--- config.mk ---
export PLATFORM = sky130hd
export DESIGN_NAME = csr_gpio_bank_flat
export DESIGN_NICKNAME = d
export VERILOG_FILES = /design/src/rtl/csr_gpio_if.sv /design/src/rtl/csr_gpio_bank.sv /design/src/flat_wrapper.sv
export SDC_FILE = /design/constraint.sdc
export NUM_CORES = 1
export LEC_CHECK = 0
export CAP_MARGIN = 10
export CORE_UTILIZATION = 53
export DETAILED_ROUTE_END_ITERATION = 6
export PLACE_DENSITY = 0.83
export SYNTH_ARGS = -nofsm -noshare
export SYNTH_HDL_FRONTEND = slang
export SYNTH_SLANG_ARGS = --single-unit
--- constraint.sdc ---
create_clock -name clk -period 5.8 [get_ports clk]
set_input_delay 1.16 -clock clk [delete_from_list [all_inputs] [get_ports clk]]
set_output_delay 1.16 -clock clk [all_outputs]
set_load 0.02 [all_outputs]
--- src/rtl/csr_gpio_if.sv ---
// CSR bus bundle between the core CSR unit (master) and a CSR-mapped peripheral (slave).
// A write is accepted on any clk edge where csr_enable=1 and the address and op are valid; there is no back-pressure.
interface csr_gpio_if;
    logic        csr_enable;
    logic [11:0] csr_addr;
    logic [2:0]  csr_op;
    logic [4:0]  rs1_zimm;
    logic [31:0] rs1_data;
    logic [31:0] csr_data_out;

    modport master (
        output csr_enable, csr_addr, csr_op, rs1_zimm, rs1_data,
        input  csr_data_out
    );

    modport slave (
        input  csr_enable, csr_addr, csr_op, rs1_zimm, rs1_data,
        output csr_data_out
    );
endinterface

--- src/rtl/csr_gpio_bank.sv ---
// CSR-mapped GPIO bank: per-pin direction/output, synchronised and debounced inputs,
// and rise/fall edge interrupts collected in a write-1-to-clear pending register.
module csr_gpio_bank #(
    parameter int          GpioNum        = 8,
    parameter logic [11:0] BaseAddr       = 12'h010,
    parameter int          DebounceCycles = 16
) (
    input  logic               clk,
    input  logic               reset,
    csr_gpio_if.slave          csr,
    input  logic [GpioNum-1:0] pin_in,
    output logic [GpioNum-1:0] pin_out,
    output logic [GpioNum-1:0] pin_oe,
    output logic               irq
);

    localparam int CW = (DebounceCycles > 0) ? $clog2(DebounceCycles + 1) : 1;
    localparam logic [CW-1:0] CNT_MAX = CW'((DebounceCycles > 0) ? DebounceCycles - 1 : 0);

    logic [GpioNum-1:0] dir_q, dir_d;
    logic [GpioNum-1:0] out_q, out_d;
    logic [GpioNum-1:0] rise_en_q, rise_en_d;
    logic [GpioNum-1:0] fall_en_q, fall_en_d;
    logic [GpioNum-1:0] pend_q, pend_d;
    logic [GpioNum-1:0] meta_q, sync_q;
    logic [GpioNum-1:0] stable_q, stable_d;
    logic [CW-1:0]      cnt_q [GpioNum];
    logic [CW-1:0]      cnt_d [GpioNum];
    logic               irq_q;

    logic [11:0]        off;
    logic               hit;
    logic               we;
    logic [31:0]        src32;
    logic [GpioNum-1:0] src;
    logic [GpioNum-1:0] rd_val;
    logic [GpioNum-1:0] pend_clr;
    logic [GpioNum-1:0] pend_set;

    assign off   = csr.csr_addr - BaseAddr;
    assign hit   = csr.csr_enable && (off < 12'd6);
    assign we    = hit && (csr.csr_op[1:0] != 2'b00);
    assign src32 = csr.csr_op[2] ? {27'd0, csr.rs1_zimm} : csr.rs1_data;
    assign src   = src32[GpioNum-1:0];

    function automatic logic [GpioNum-1:0] apply_op(input logic [GpioNum-1:0] old_v,
                                                    input logic [GpioNum-1:0] s,
                                                    input logic [1:0]         kind);
        case (kind)
            2'b01:   apply_op = s;
            2'b10:   apply_op = old_v | s;
            2'b11:   apply_op = old_v & ~s;
            default: apply_op = old_v;
        endcase
    endfunction

    always_comb begin
        rd_val = '0;
        case (off)
            12'd0:   rd_val = dir_q;
            12'd1:   rd_val = out_q;
            12'd2:   rd_val = stable_q;
            12'd3:   rd_val = rise_en_q;
            12'd4:   rd_val = fall_en_q;
            12'd5:   rd_val = pend_q;
            default: rd_val = '0;
        endcase
        csr.csr_data_out = hit ? 32'(rd_val) : 32'd0;
    end

    always_comb begin
        dir_d     = dir_q;
        out_d     = out_q;
        rise_en_d = rise_en_q;
        fall_en_d = fall_en_q;
        pend_clr  = '0;
        if (we) begin
            case (off)
                12'd0: dir_d     = apply_op(dir_q, src, csr.csr_op[1:0]);
                12'd1: out_d     = apply_op(out_q, src, csr.csr_op[1:0]);
                12'd3: rise_en_d = apply_op(rise_en_q, src, csr.csr_op[1:0]);
                12'd4: fall_en_d = apply_op(fall_en_q, src, csr.csr_op[1:0]);
                // Pending bits clear wherever the op would have written or set a 1.
                12'd5: pend_clr  = (csr.csr_op[1:0] != 2'b11) ? src : '0;
                default: ;
            endcase
        end
    end

    always_comb begin
        stable_d = stable_q;
        for (int i = 0; i < GpioNum; i++) begin
            cnt_d[i] = '0;
            if (DebounceCycles == 0) begin
                // Without debounce, stable acts as the second synchroniser stage.
                stable_d[i] = meta_q[i];
            end else if (sync_q[i] != stable_q[i]) begin
                if (cnt_q[i] == CNT_MAX) begin
                    stable_d[i] = sync_q[i];
                end else begin
                    cnt_d[i] = cnt_q[i] + 1'b1;
                end
            end
        end
    end

    // Set wins over a simultaneous clear of the same pending bit.
    assign pend_set = ((stable_d & ~stable_q) & rise_en_q) | ((~stable_d & stable_q) & fall_en_q);
    assign pend_d   = (pend_q & ~pend_clr) | pend_set;

    always_ff @(posedge clk or posedge reset) begin
        if (reset) begin
            dir_q     <= '0;
            out_q     <= '0;
            rise_en_q <= '0;
            fall_en_q <= '0;
            pend_q    <= '0;
            meta_q    <= '0;
            sync_q    <= '0;
            stable_q  <= '0;
            irq_q     <= 1'b0;
            for (int i = 0; i < GpioNum; i++) begin
                cnt_q[i] <= '0;
            end
        end else begin
            dir_q     <= dir_d;
            out_q     <= out_d;
            rise_en_q <= rise_en_d;
            fall_en_q <= fall_en_d;
            pend_q    <= pend_d;
            meta_q    <= pin_in;
            sync_q    <= meta_q;
            stable_q  <= stable_d;
            irq_q     <= |pend_q;
            for (int i = 0; i < GpioNum; i++) begin
                cnt_q[i] <= cnt_d[i];
            end
        end
    end

    assign pin_out = out_q;
    assign pin_oe  = dir_q;
    assign irq     = irq_q;

endmodule
--- src/flat_wrapper.sv ---
// flat-port wrapper written by rule: the top's interface ports become plain ports
module csr_gpio_bank_flat 
#(
    parameter int          GpioNum        = 8,
    parameter logic [11:0] BaseAddr       = 12'h010,
    parameter int          DebounceCycles = 16
)
  (clk, reset, pin_in, pin_out, pin_oe, irq, csr_csr_enable, csr_csr_addr, csr_csr_op, csr_rs1_zimm, csr_rs1_data, csr_csr_data_out);
  csr_gpio_if csr_i ();
  input  logic clk;
  input  logic reset;
  input  logic [GpioNum-1:0] pin_in;
  output logic [GpioNum-1:0] pin_out;
  output logic [GpioNum-1:0] pin_oe;
  output logic irq;
  input wire logic [$bits(csr_i.csr_enable)-1:0] csr_csr_enable;
  input wire logic [$bits(csr_i.csr_addr)-1:0] csr_csr_addr;
  input wire logic [$bits(csr_i.csr_op)-1:0] csr_csr_op;
  input wire logic [$bits(csr_i.rs1_zimm)-1:0] csr_rs1_zimm;
  input wire logic [$bits(csr_i.rs1_data)-1:0] csr_rs1_data;
  output wire logic [$bits(csr_i.csr_data_out)-1:0] csr_csr_data_out;
  assign csr_i.csr_enable = csr_csr_enable;
  assign csr_i.csr_addr = csr_csr_addr;
  assign csr_i.csr_op = csr_csr_op;
  assign csr_i.rs1_zimm = csr_rs1_zimm;
  assign csr_i.rs1_data = csr_rs1_data;
  assign csr_csr_data_out = csr_i.csr_data_out;
  csr_gpio_bank #(.GpioNum(GpioNum), .BaseAddr(BaseAddr), .DebounceCycles(DebounceCycles)) u_core (.clk(clk), .reset(reset), .csr(csr_i), .pin_in(pin_in), .pin_out(pin_out), .pin_oe(pin_oe), .irq(irq));
endmodule
# Word-level counts from Yosys, hierarchy flattened
# Index checks and enable logic that the tools add are counted.
totals:
  reg_bits: 105
  in_bits: 63
  word_cells: 123
  out_inout_bits: 49
op_classes:
  eq_ne: 25
  bitwise_logic: 19
  magnitude_cmp: 1
  mux: 42
  reduce_logical: 10
  n_addsub: 9
ops:
  columns: ["op", "count"]
  rows:
  - ["case mux 8 bit (3 select lines)", 4]
  - ["2-to-1 mux 5 bit", 16]
  - ["AND 8 bit", 9]
  - ["OR 8 bit", 6]
  - ["case mux 8 bit (6 select lines)", 1]
  - ["adder 5 x 1 -> 5 bit (second input constant)", 8]
  - ["== test 5 x 4 -> 1 bit (second input constant)", 8]
  - ["2-to-1 mux 8 bit", 5]
  - ["inverter 8 bit", 4]
  - ["== test 12 x 2 -> 1 bit (second input constant)", 2]
  - ["== test 12 x 3 -> 1 bit (second input constant)", 2]
  - ["2-to-1 mux 1 bit", 16]
  - ["== test 12 x 1 -> 1 bit (second input constant)", 1]
  - ["zero test 12 bit", 1]
  - ["< comparator 12 x 3 -> 1 bit (second input constant)", 1]
  - ["AND reduction 3 bit", 4]
  - ["subtractor 12 x 5 -> 12 bit (second input constant)", 1]
  - ["inequality test 1 bit", 8]
  - ["OR reduction 8 bit", 1]
  - ["== test 2 bit (second input constant)", 2]
  - ["nonzero test 3 bit", 1]
  - ["== test 2 x 1 -> 1 bit (second input constant)", 1]
  - ["logical AND 1 bit", 2]
  - ["inequality test 2 bit (second input constant)", 1]
  - ["nonzero test 2 bit", 1]

# Depth between registers and ports, before layout
logic_depth:
  word_depth: 8
  depth_mapped: 7
  depth_no_buf: 5

# Least setup slack after synthesis
# No wires, ideal clock.
synth_timing:
  kind: "input to output"
  start: "input port csr_csr_addr[2]"
  end: "output port csr_csr_data_out[0]"
  path_buffers: 2
  arrival_ps: 2462
  t_required_ps: 4640
  slack_ps: 2178
  path_stages: 6
  path_cell_list: "clkbuf_1 -> buf_2 -> mux2i_1 -> o32ai_1 -> a31oi_1 -> o21ai_0"
synth_via:
  elab_chain_cells: 4
  elab_cells_between_ends: 11
synth_lines:
  columns: ["item", "line_no", "source"]
  rows:
  - ["from (decl)", "flat_wrapper.sv:17", "input wire logic [$bits(csr_i.csr_addr)-1:0] csr_csr_addr;"]
  - ["subtractor 12 x 5 -> 12 bit (*)", "csr_gpio_bank.sv:40", "assign off = csr.csr_addr - BaseAddr;"]
  - ["< comparator 12 x 3 -> 1 bit (tied with other cells)", "csr_gpio_bank.sv:41", "assign hit = csr.csr_enable && (off < 12'd6);"]
  - ["logical AND 1 bit or case mux 8 bit (6 select lines) (tied branches)", "csr_gpio_bank.sv:41, csr_gpio_bank.sv:59", null]
  - ["2-to-1 mux 8 bit (*)", "csr_gpio_bank.sv:68", "csr.csr_data_out = hit ? 32'(rd_val) : 32'd0;"]
  - ["to (decl)", "flat_wrapper.sv:21", "output wire logic [$bits(csr_i.csr_data_out)-1:0] csr_csr_data_out;"]
# Every way passes the cells marked *; elsewhere a longest branch is shown, timed or not.

# Worst setup path after layout
layout_timing:
  start: "input port csr_csr_addr[2]"
  end: "output port csr_csr_data_out[1]"
# The elaborated chain is that of the path after synthesis.

==> run metrics <==
ranking of synthesized cells by area=dfrtp_1, o21ai_0, o31ai_1; most common flop cell mapped by yosys=dfrtp_1; commonest non-fill, non-tap cells in the layout=dfrtp_1, o21ai_0, clkdlybuf4s50_1; power per unit of standard cell area=235 mW/mm^2; portion of synthesized cell area occupied by the leading cell type=0.519; number of nets in the finished design=615; Vias/cell=5.86; worst-path cell chain=clkdlybuf4s50_1 -> nand2b_1 -> o32ai_1 -> a31oi_1 -> o21ai_0 -> clkdlybuf4s50_1; total number of cells along the worst setup path=6; worst hold slack across all endpoints=0.350 ns; number of setup buffers added after CTS=0; normalized max-slew margin=0.376; Final setup violation count=0; Async SR Flop Fraction=1.00; placeable core area=0.00924 sq mm; Boundary Pins=112; number of synthesized register bits=105; number of placed instances, taps included=662; fin crit share=0.847; critical setup path kind=in2out; leading cell type in the layout, fill and taps excluded=dfrtp_1; worst slew pin tran=0.936 ns; number of flops mapped to enable cells by yosys=0; final hold violations=0; DRC marker count from the first detailed-route iteration=371; clock transition time at the flip-flop clock pins of the worst setup and hold paths=0.09 ns; number of antenna violations at the first check in global routing=0; Buf+Inv Stages, Crit Path=2; largest area contributor in the synthesized netlist=dfrtp_1; switching power=0.335 mW; setup slack of the worst register-to-register path=4.51 ns; routability congestion estimate from global placement=0.875; clock power share=0.354; crit-path max FO=19; category of the worst setup path launch point=primary input; P&R area growth vs syn=16.8%; worst slack at placement=0.964 ns; total negative slack for setup checks=0 ns; required time of the critical path=4.64 ns; worst-case vdd ir drop=117 uV; RR Endpoint=u_core.stable_q[7]; DIE WIDTH=99.7 um; via total after detailed routing=3965; kind of end point of the critical path=primary output; per-instance average area after synthesis=10.4 sq um; Slew Viols, Final=0; post-CTS sizing=0; Top Family by Delay on Critical Path=buffers and inverters; hold_buf cts=0; clock latency on the worst-skew pair=0.36 ns; status=finished clean; number of diodes=0; internal power component=1.05 mW; Sw Share=0.241; detailed placement HPWL=7940 um; antenna-violating nets left=0; sequential area share after synthesis=0.519; delay of the slowest cell on the worst path=0.81 ns; number of placement rows=35; clock buffer depth=2; number of max-capacitance violations reported=0; cell leakage power=2.65 nW; synthesized instance count=485; effective utilization at floorplan=0.548; number of remaining DRC errors=0; clock tree from TritonCTS=done; final critical path time including I/O delays and setup=4.91 ns; reg-to-reg startpoint=u_core.cnt_q[0]; Detailed Routing Iterations Pass 1=5; pin count of the biggest net entering global routing=61; standard cell with the maximum stage delay on the critical path=clkdlybuf4s50_1; Tightest Hold Check Type=reg2reg; non-filler cells, final=677; clock buffers created by TritonCTS=9; global-route wire length before repair=18700 um; Port Buf Inserts=63; share of final-layout standard cells stronger than drive strength 1=0.0511; post-detailed-route wirelength per cell=16.9 um; fraction of power consumed by sequential logic=0.550; Root Driver=clkbuf_8; Layout fillers=732; worst setup path startpoint=csr_csr_addr[2]; die boundary height=99.7 um; Cell variety after synth=49; gr ovfl total=0; Max Clk Rate=204 MHz; count of cells along the worst register-to-register path=4; RSZ-0062 raised after global routing=false; area of combinational cells with multiple inputs=0.00219 sq mm; die area=0.00995 sq mm; cell type with the highest occurrence count on the critical path=clkdlybuf4s50_1; Setup WS post-layout=0.886 ns; total wirelength of the detailed-routed design=11500 um; sink count of the clock tree=105; share of total power in combinational logic=0.096; combined flip-flop and latch cell area=0.00263 sq mm; Clock Skew=0.0103 ns; total routing resource utilization after global routing=0.245; yosys warns=0; number of global-route vias before repair=3828; termination of the worst setup path=csr_csr_data_out[1]; Synth Cell Area=0.00506 sq mm; Clock H-tree levels=3; CP Data Arrival Time=3.75 ns
worst min path at each step:
| stage | from | to | cells past startpoint |
|---|---|---|---|
| global route | u_core.meta_q[1] | u_core.sync_q[1] | 0 |
| detailed placement | u_core.meta_q[0] | u_core.sync_q[0] | 0 |
| finish | u_core.meta_q[4] | u_core.sync_q[4] | 0 |
| global placement | u_core.meta_q[1] | u_core.sync_q[1] | 0 |
| CTS | u_core.meta_q[0] | u_core.sync_q[0] | 0 |
| floorplan | u_core.meta_q[0] | u_core.sync_q[0] | 0 |
Yosys cell counts, types with 2 or more instances:
cell        n
nor3b_1     7
nand2b_1    9
ha_1        8
inv_1      16
nor2_1     31
and3_1      8
a21o_1      4
dfrtp_1   105
buf_2       3
o32ai_1     3
a22oi_1     2
nand3b_1    2
mux2_2      5
buf_4      24
a221oi_1    2
o21ai_1     9
xor2_1     24
o31ai_1    30
clkbuf_1   10
nand3_1    21
and2_1     20
nor3_1      2
nor4_1      3
a31oi_1    10
mux2i_1    16
nand2_1    17
nor4b_1     3
o21ai_0    64
nor2b_1     2
o211ai_1    3
nand4_1     4
sequential cells by signal, indices dropped and copies added, names as in the netlist:
name              count
u_core.cnt_q         40
u_core.fall_en_q      8
u_core.irq            1
u_core.meta_q         8
u_core.pend_q         8
u_core.pin_oe         8
u_core.pin_out        8
u_core.rise_en_q      8
u_core.stable_q       8
u_core.sync_q         8
worst register-to-register path: stages, from the launching register on:
cell	delay [ns]
dfrtp_1	0.38
ha_1	0.19
nand3_1	0.12
nor2_1	0.15
mux2_2	0.35
per-layer routing:
layer	vias up	wire (um)	track usage
met3	30	990	0.0422
met2	219	5550	0.391
met1	1906	4620	0.324
met5	-	0	0
li1	1810	-	-
met4	0	308	0.126
logic make-up after synthesis:
| kind of cell | count (synthesis) | share of synthesized area |
|---|---|---|
| AOI/OAI and AO/OA | 133 | 0.163 |
| xor gates and xnor gates | 24 | 0.0415 |
| adders and majority gates | 8 | 0.0198 |
| buffers and inverters | 57 | 0.0648 |
| DFF | 105 | 0.519 |
| muxes | 21 | 0.0428 |
| other | 1 | 0.000741 |
| and+or+nand+nor | 136 | 0.149 |
power by group through the flow:
| stage | Combinational [mW] | Sequential (mW) | Clock (mW) |
|---|---|---|---|
| finish | 0.133 | 0.765 | 0.492 |
| global route | 0.149 | 0.767 | 0.528 |
| CTS | 0.134 | 0.764 | 0.504 |
| detailed placement | 0.133 | 0.779 | 0 |
| global placement | 0.128 | 0.778 | 0 |
| floorplan | 0.0962 | 0.776 | 0 |
final cells by class:
class                           count  share of cell area
Inverter                           16              0.0106
Multi-Input combinational cell    346               0.371
Clock inverter                      5              0.0133
Sequential cell                   105               0.444
Tap cell                          129              0.0273
Timing Repair Buffer               66               0.110
Clock buffer                       10              0.0233
stage by stage:
| step | power (mW) | util | area [sq um] |
|---|---|---|---|
| floorplan | 0.873 | - | 5150 |
| global placement | 0.906 | 0.617 | 5700 |
| detailed placement | 0.912 | 0.617 | 5700 |
| CTS | 1.40 | 0.640 | 5910 |
| global route | 1.44 | 0.640 | 5910 |
| finish | 1.39 | 0.640 | 5910 |
Power figures use the tool's default switching activity.
